[src/rtl/ship_motion_controller_if.sv]
// Button-request and ship-state bundle between the debounced inputs, the
// ship motion controller and the game controller.
interface ship_motion_controller_if #(
    parameter int POS_W = 10
);
    logic             d_right;
    logic             d_left;
    logic             d_fire;
    logic [POS_W-1:0] ship_x;
    logic [3:0]       speed;
    logic             moving;
    logic             at_edge;
    logic             fire_pulse;
    logic             tick;

    modport master (
        input  d_right, d_left, d_fire,
        output ship_x, speed, moving, at_edge, fire_pulse, tick
    );

    modport slave (
        output d_right, d_left, d_fire,
        input  ship_x, speed, moving, at_edge, fire_pulse, tick
    );
endinterface

[src/rtl/ship_motion_controller.sv]
// Player ship mover: tick-paced horizontal motion with hold-to-accelerate,
// edge clamp or wrap, and a cooldown-limited fire pulse.
module ship_motion_controller #(
    parameter int POS_W         = 10,
    parameter int LEFT_BOUND    = 144,
    parameter int RIGHT_BOUND   = 584,
    parameter int SPRITE_W      = 24,
    parameter int TICK_DIV      = 250000,
    parameter int MAX_SPEED     = 4,
    parameter int ACCEL_TICKS   = 8,
    parameter int FIRE_COOLDOWN = 30,
    parameter int WRAP          = 0
) (
    input  logic                      clk_master,
    input  logic                      d_reset,
    ship_motion_controller_if.master  bus
);
    localparam int PW     = POS_W + 1;
    localparam int MAX_X  = RIGHT_BOUND - SPRITE_W;
    localparam int CENTER = (LEFT_BOUND + RIGHT_BOUND - SPRITE_W) / 2;
    localparam int TW     = (TICK_DIV > 2) ? $clog2(TICK_DIV) : 1;
    localparam int HW     = (ACCEL_TICKS > 1) ? $clog2(ACCEL_TICKS) : 1;
    localparam int CW     = (FIRE_COOLDOWN > 0) ? $clog2(FIRE_COOLDOWN + 1) : 1;

    localparam logic [PW-1:0]    LEFT_P   = PW'(LEFT_BOUND);
    localparam logic [PW-1:0]    MAX_P    = PW'(MAX_X);
    localparam logic [POS_W-1:0] LEFT_X   = POS_W'(LEFT_BOUND);
    localparam logic [POS_W-1:0] MAX_XV   = POS_W'(MAX_X);
    localparam logic [POS_W-1:0] CENTER_X = POS_W'(CENTER);

    localparam logic [1:0] IDLE   = 2'd0;
    localparam logic [1:0] MOVE_R = 2'd1;
    localparam logic [1:0] MOVE_L = 2'd2;

    logic [TW-1:0]    tick_cnt;
    logic             tick_r;
    logic [1:0]       state;
    logic [1:0]       state_n;
    logic [1:0]       want;
    logic [3:0]       speed_r;
    logic [3:0]       speed_n;
    logic [HW-1:0]    hold;
    logic [HW-1:0]    hold_n;
    logic [CW-1:0]    cooldown;
    logic [POS_W-1:0] x_r;
    logic [POS_W-1:0] x_n;
    logic             fire_r;

    // Sums are formed one bit wider so a step past the top of the bus
    // still compares correctly against the edge.
    function automatic logic [POS_W-1:0] step_right(input logic [POS_W-1:0] x,
                                                    input logic [3:0] s);
        logic [PW-1:0] sum;
        sum = {1'b0, x} + PW'(s);
        if (WRAP != 0 && x == MAX_XV)
            return LEFT_X;
        else if (sum > MAX_P)
            return MAX_XV;
        return sum[POS_W-1:0];
    endfunction

    function automatic logic [POS_W-1:0] step_left(input logic [POS_W-1:0] x,
                                                   input logic [3:0] s);
        logic [PW-1:0] lim;
        logic [PW-1:0] dif;
        lim = LEFT_P + PW'(s);
        dif = {1'b0, x} - PW'(s);
        if (WRAP != 0 && x == LEFT_X)
            return MAX_XV;
        else if ({1'b0, x} < lim)
            return LEFT_X;
        return dif[POS_W-1:0];
    endfunction

    always_comb begin
        want    = IDLE;
        state_n = state;
        speed_n = speed_r;
        hold_n  = hold;
        x_n     = x_r;
        if (bus.d_right && !bus.d_left)
            want = MOVE_R;
        else if (bus.d_left && !bus.d_right)
            want = MOVE_L;

        if (want == IDLE) begin
            state_n = IDLE;
            speed_n = 4'd0;
            hold_n  = '0;
        end else if (want != state) begin
            state_n = want;
            speed_n = 4'd1;
            hold_n  = '0;
        end else if (hold == HW'(ACCEL_TICKS - 1)) begin
            hold_n = '0;
            if (speed_r < 4'(MAX_SPEED))
                speed_n = speed_r + 4'd1;
        end else begin
            hold_n = hold + HW'(1);
        end

        // The step taken this tick is the speed the ship leaves the tick with.
        if (state_n == MOVE_R)
            x_n = step_right(x_r, speed_n);
        else if (state_n == MOVE_L)
            x_n = step_left(x_r, speed_n);
    end

    always_ff @(posedge clk_master) begin
        if (d_reset) begin
            tick_cnt <= '0;
            tick_r   <= 1'b0;
            state    <= IDLE;
            speed_r  <= 4'd0;
            hold     <= '0;
            cooldown <= '0;
            x_r      <= CENTER_X;
            fire_r   <= 1'b0;
        end else begin
            tick_cnt <= (tick_cnt == TW'(TICK_DIV - 1)) ? '0 : tick_cnt + TW'(1);
            // Registered strobe lands in the cycle where the counter reads TICK_DIV-1.
            tick_r   <= (tick_cnt == TW'(TICK_DIV - 2));
            fire_r   <= 1'b0;
            if (tick_r) begin
                state   <= state_n;
                speed_r <= speed_n;
                hold    <= hold_n;
                x_r     <= x_n;
                if (bus.d_fire && cooldown == '0) begin
                    fire_r   <= 1'b1;
                    cooldown <= CW'(FIRE_COOLDOWN);
                end else if (cooldown != '0) begin
                    cooldown <= cooldown - CW'(1);
                end
            end
        end
    end

    assign bus.ship_x     = x_r;
    assign bus.speed      = speed_r;
    assign bus.moving     = (state != IDLE);
    assign bus.at_edge    = (x_r == LEFT_X) || (x_r == MAX_XV);
    assign bus.fire_pulse = fire_r;
    assign bus.tick       = tick_r;
endmodule

[src/flat_wrapper.sv]
// flat-port wrapper written by rule: the top's interface ports become plain ports
module ship_motion_controller_flat 
#(
    parameter int POS_W         = 10,
    parameter int LEFT_BOUND    = 144,
    parameter int RIGHT_BOUND   = 584,
    parameter int SPRITE_W      = 24,
    parameter int TICK_DIV      = 250000,
    parameter int MAX_SPEED     = 4,
    parameter int ACCEL_TICKS   = 8,
    parameter int FIRE_COOLDOWN = 30,
    parameter int WRAP          = 0
)
  (clk_master, d_reset, bus_d_right, bus_d_left, bus_d_fire, bus_ship_x, bus_speed, bus_moving, bus_at_edge, bus_fire_pulse, bus_tick);
  ship_motion_controller_if #(.POS_W(POS_W)) bus_i ();
  input  logic clk_master;
  input  logic d_reset;
  input wire logic [$bits(bus_i.d_right)-1:0] bus_d_right;
  input wire logic [$bits(bus_i.d_left)-1:0] bus_d_left;
  input wire logic [$bits(bus_i.d_fire)-1:0] bus_d_fire;
  output wire logic [$bits(bus_i.ship_x)-1:0] bus_ship_x;
  output wire logic [$bits(bus_i.speed)-1:0] bus_speed;
  output wire logic [$bits(bus_i.moving)-1:0] bus_moving;
  output wire logic [$bits(bus_i.at_edge)-1:0] bus_at_edge;
  output wire logic [$bits(bus_i.fire_pulse)-1:0] bus_fire_pulse;
  output wire logic [$bits(bus_i.tick)-1:0] bus_tick;
  assign bus_i.d_right = bus_d_right;
  assign bus_i.d_left = bus_d_left;
  assign bus_i.d_fire = bus_d_fire;
  assign bus_ship_x = bus_i.ship_x;
  assign bus_speed = bus_i.speed;
  assign bus_moving = bus_i.moving;
  assign bus_at_edge = bus_i.at_edge;
  assign bus_fire_pulse = bus_i.fire_pulse;
  assign bus_tick = bus_i.tick;
  ship_motion_controller #(.POS_W(POS_W), .LEFT_BOUND(LEFT_BOUND), .RIGHT_BOUND(RIGHT_BOUND), .SPRITE_W(SPRITE_W), .TICK_DIV(TICK_DIV), .MAX_SPEED(MAX_SPEED), .ACCEL_TICKS(ACCEL_TICKS), .FIRE_COOLDOWN(FIRE_COOLDOWN), .WRAP(WRAP)) u_core (.clk_master(clk_master), .d_reset(d_reset), .bus(bus_i));
endmodule
[config.mk]
export PLATFORM = sky130hd
export DESIGN_NAME = ship_motion_controller_flat
export DESIGN_NICKNAME = d
export VERILOG_FILES = /design/src/rtl/ship_motion_controller_if.sv /design/src/rtl/ship_motion_controller.sv /design/src/flat_wrapper.sv
export SDC_FILE = /design/constraint.sdc
export NUM_CORES = 1
export LEC_CHECK = 0
export CAP_MARGIN = 15
export CORE_ASPECT_RATIO = 0.9
export CORE_MARGIN = 10
export CORE_UTILIZATION = 53
export DETAILED_ROUTE_END_ITERATION = 16
export PLACE_DENSITY = 0.74
export SKIP_LAST_GASP = 1
export SYNTH_ARGS = -nofsm -noshare
export SYNTH_HDL_FRONTEND = slang
export SYNTH_SLANG_ARGS = --single-unit
[constraint.sdc]
create_clock -name clk_master -period 3.8 [get_ports clk_master]
set_clock_uncertainty 0.05 [all_clocks]
set_input_delay 0.57 -clock clk_master [delete_from_list [all_inputs] [get_ports clk_master]]
set_output_delay 0.57 -clock clk_master [all_outputs]
set_load 0.01 [all_outputs]
==> run summary <==
Final instance area -> 3400 sq um
Critical Path RT -> 3940 ps
Final ANT Viol Nets -> 0
FF-to-FF End -> u_core.bus.ship_x[4]
Status -> finished, final reports clean
CP peak stage delay -> 480 ps
Setup_tns -> 0 ps
Worst skew pair latency -> 300 ps
Hold_sp -> u_core.hold[1]
Internal power -> 0.622 mW
Filler Cells Inserted -> 452
Drt wl/cell -> 14.4 um
Mapped Cells -> 357
Worst path cell trace -> clkdlybuf4s50_1 > inv_1 > ha_2 > xor2_1 > or3_4 > nor2_4 > inv_1 > ha_1 > or3b_4 > a31o_1 > a21oi_2 > a211oi_2 > o31a_1 > o311a_1
First-iteration detailed-routing DRC count -> 159
Distinct cells, synth -> 50
Die ar. -> 8590 sq um
Input/output buffers -> 22
GRT Total Usage -> 16.1%
Synth Cell Area -> 2800 sq um
Clk network pwr share -> 34.9%
Ys flop type -> dfxtp_1
Num Clock Sinks -> 44
DIE HEIGHT -> 88.9 um
Final WL -> 6790 um
R2R cell count -> 13
Initial cell density of the core -> 53.9%
Slew @ Worst Pin -> 735 ps
Nets@finish -> 427
Sw frac -> 25.1%
Peak supply drop -> 0.225 mV
Syn nets -> 381
Worst setup SP type -> input port
Sequential fraction of the synthesis area -> 31.5%
Fmax -> 273 MHz
Drt via density -> 5.72
Synth Register Bits -> 44
Commonest non-fill, non-tap cells in the layout -> 57 x nor2_1, 44 x dfxtp_1, 32 x buf_4, 22 x a21oi_1, 21 x clkdlybuf4s50_1
Placed cell area -> 3270 sq um
CP endpoint kind -> flop
Slowest cell on the critical path -> clkdlybuf4s50_1
Power Density -> 244 nW/um^2
First-pass GRT wire length -> 11,300 um
Kind of path behind the tightest hold check -> reg -> reg
Slew HR -> 50.9%
R2r setup slk -> 320 ps
Leak pwr -> 1.31 nW
Global placer's final weighted congestion -> 0.954
Critical path class -> in -> reg
Overflow after GRT -> 0
Synth async-reset ratio -> 0%
Vias -> 2,687
DR DRC count -> 0
Largest net degree at the start of global routing -> 26
Syn_area_per_cell -> 7.83 sq um
Switching pwr -> 0.208 mW
Ratio of cells with drive above 1 in the final layout -> 12.9%
Post-DP HPWL -> 4910 um
CTS Hold Bufs -> 0
# setup viols final -> 0
Worst R2R Start -> u_core.hold[0]
RSZ-0062 raised after global routing -> false
Hold path depth -> 2
Number of enable flip-flop cells after synthesis -> 0
Crit path max fanout -> 6
Core ar. -> 5190 sq um
Commonest non-fill, non-tap cell in the layout -> nor2_1
Slew Viols, Final -> 0
# rows -> 25
Max clock buf depth -> 2
Max-Cap Viols -> 0
CP Data Arrival Time -> 3800 ps
Fin. Hold Viols -> 0
Htree depth -> 2
Sequential group share of total power -> 56.2%
CTS tree -> yes
Drt pass-1 iters -> 6
I/O pins -> 23
Cell mode on critical path -> inv_1
Fin crit share -> 96.3%
Final min period -> 3660 ps
CTS Buf Count -> 5
Clk root buf -> clkbuf_8
Die extent in x -> 96.6 um
N_diodes -> 0
Hold path endpoint -> u_core.hold[1]
WHS -> 429 ps
Vias in the first global route -> 2,547
Area added between synthesis and finish -> 21.7%
Clock-pin slew on the worst setup and hold paths -> 80 ps
Combinational power share -> 9.0%
YS warnings -> 0
Initial antenna violation count -> 0
## per-layer routing
metal	GRT usage, %	vias up	routed length [um]
li1	-	1343	-
met3	3.44	10	469
met4	5.28	0	78
met2	26.6	87	3130
met5	0	-	0
met1	20.3	1247	3110
## synth_stat cells, types with 5 or more instances
cell type | n | area share [%]
nor2_1 | 58 | 7.8
dfxtp_1 | 44 | 31
a21oi_1 | 23 | 4.1
inv_1 | 20 | 2.7
o21ai_0 | 19 | 3.4
ha_1 | 17 | 7.6
xor2_1 | 17 | 5.3
nand2_1 | 16 | 2.1
nand3_1 | 16 | 2.9
nor3_1 | 10 | 1.8
clkbuf_1 | 9 | 1.2
nand4_1 | 8 | 1.8
xnor2_1 | 8 | 2.5
nand2b_1 | 7 | 1.6
and3_1 | 6 | 1.3
mux2i_1 | 6 | 2.1
nor2b_1 | 6 | 1.3
a211oi_1 | 5 | 1.3
buf_2 | 5 | 0.89
## worst max-delay path: cells and delay by family
kind / cells / cell delay (ps)
adder cells (fa/ha/maj): 2 / 470
buffers and inverters: 3 / 580
XOR/XNOR: 1 / 150
AND/OR/NAND/NOR: 3 / 920
AO/OA/AOI/OAI: 5 / 1110
## logic make-up (layout without fill, tap and decap cells)
group	Yosys count	after routing	share of synthesized area [%]
adder cells (fa/ha/maj)	19	19	9.04
AND/OR/NAND/NOR	149	149	26.5
multiplexers	6	6	2.15
AO/OA/AOI/OAI	78	78	17.6
flip-flops	44	44	31.5
buffers and inverters	36	82	5.32
XOR/XNOR	25	25	7.83
## flip-flops by register name, summed over array words and instances, names as in the netlist
signal,count
u_core.tick_cnt,18
u_core.state,2
u_core.bus.ship_x,10
u_core.bus.tick,1
u_core.hold,3
u_core.bus.fire_pulse,1
u_core.bus.speed,4
u_core.cooldown,5
## worst max-delay path by stage
stage / start / end / slack [ps] / depth (start not counted)
2_1_floorplan: bus_d_right / u_core.bus.ship_x[4] / 130 / 13
3_3_place_gp: bus_d_right / u_core.bus.ship_x[4] / -190 / 14
3_5_place_dp: bus_d_left / u_core.bus.ship_x[4] / -270 / 13
4_1_cts: bus_d_left / u_core.bus.ship_x[1] / 5 / 15
5_1_grt: bus_d_right / u_core.bus.ship_x[4] / 4 / 14
6_report: bus_d_right / u_core.bus.ship_x[4] / 140 / 14
## through the flow
stage / power [mW] / util, % / setup WS (ps) / cells
after global routing: 0.864 / 65.6 / 3.98 / 470
after global placement: 0.544 / 62.9 / -186 / 462
final: 0.831 / 65.6 / 140 / 470
after CTS: 0.834 / 64.5 / 5.43 / 469
after detailed placement: 0.545 / 62.9 / -274 / 462
after floorplan: 0.516 / - / 128 / 357
## power groups by stage
stage / Sequential [mW] / Combinational (mW) / Clock (mW)
4_1_cts: 0.466 / 0.0687 / 0.299
2_1_floorplan: 0.477 / 0.0398 / 0
3_3_place_gp: 0.477 / 0.0670 / 0
6_report: 0.466 / 0.0743 / 0.290
5_1_grt: 0.467 / 0.0823 / 0.314
3_5_place_dp: 0.477 / 0.0680 / 0
## repair_timing
action | 4_1_cts | 5_1_grt
setup buffers | 0 | 0
resized for setup | 0 | 16
setup endpoints to repair | 0 | 10
## layout make-up
| class | instances | area, sq um | area share (%) |
|---|---|---|---|
| repair buffers | 55 | 474 | 13.9 |
| inverters | 20 | 75.1 | 2.21 |
| clock inverters | 2 | 12.5 | 0.368 |
| multi-input cells | 277 | 1810 | 53.1 |
| well taps | 67 | 83.8 | 2.46 |
| flip-flops and latches | 44 | 881 | 25.9 |
| clock buffers | 5 | 68.8 | 2.02 |
Power figures use the tool's default switching activity.
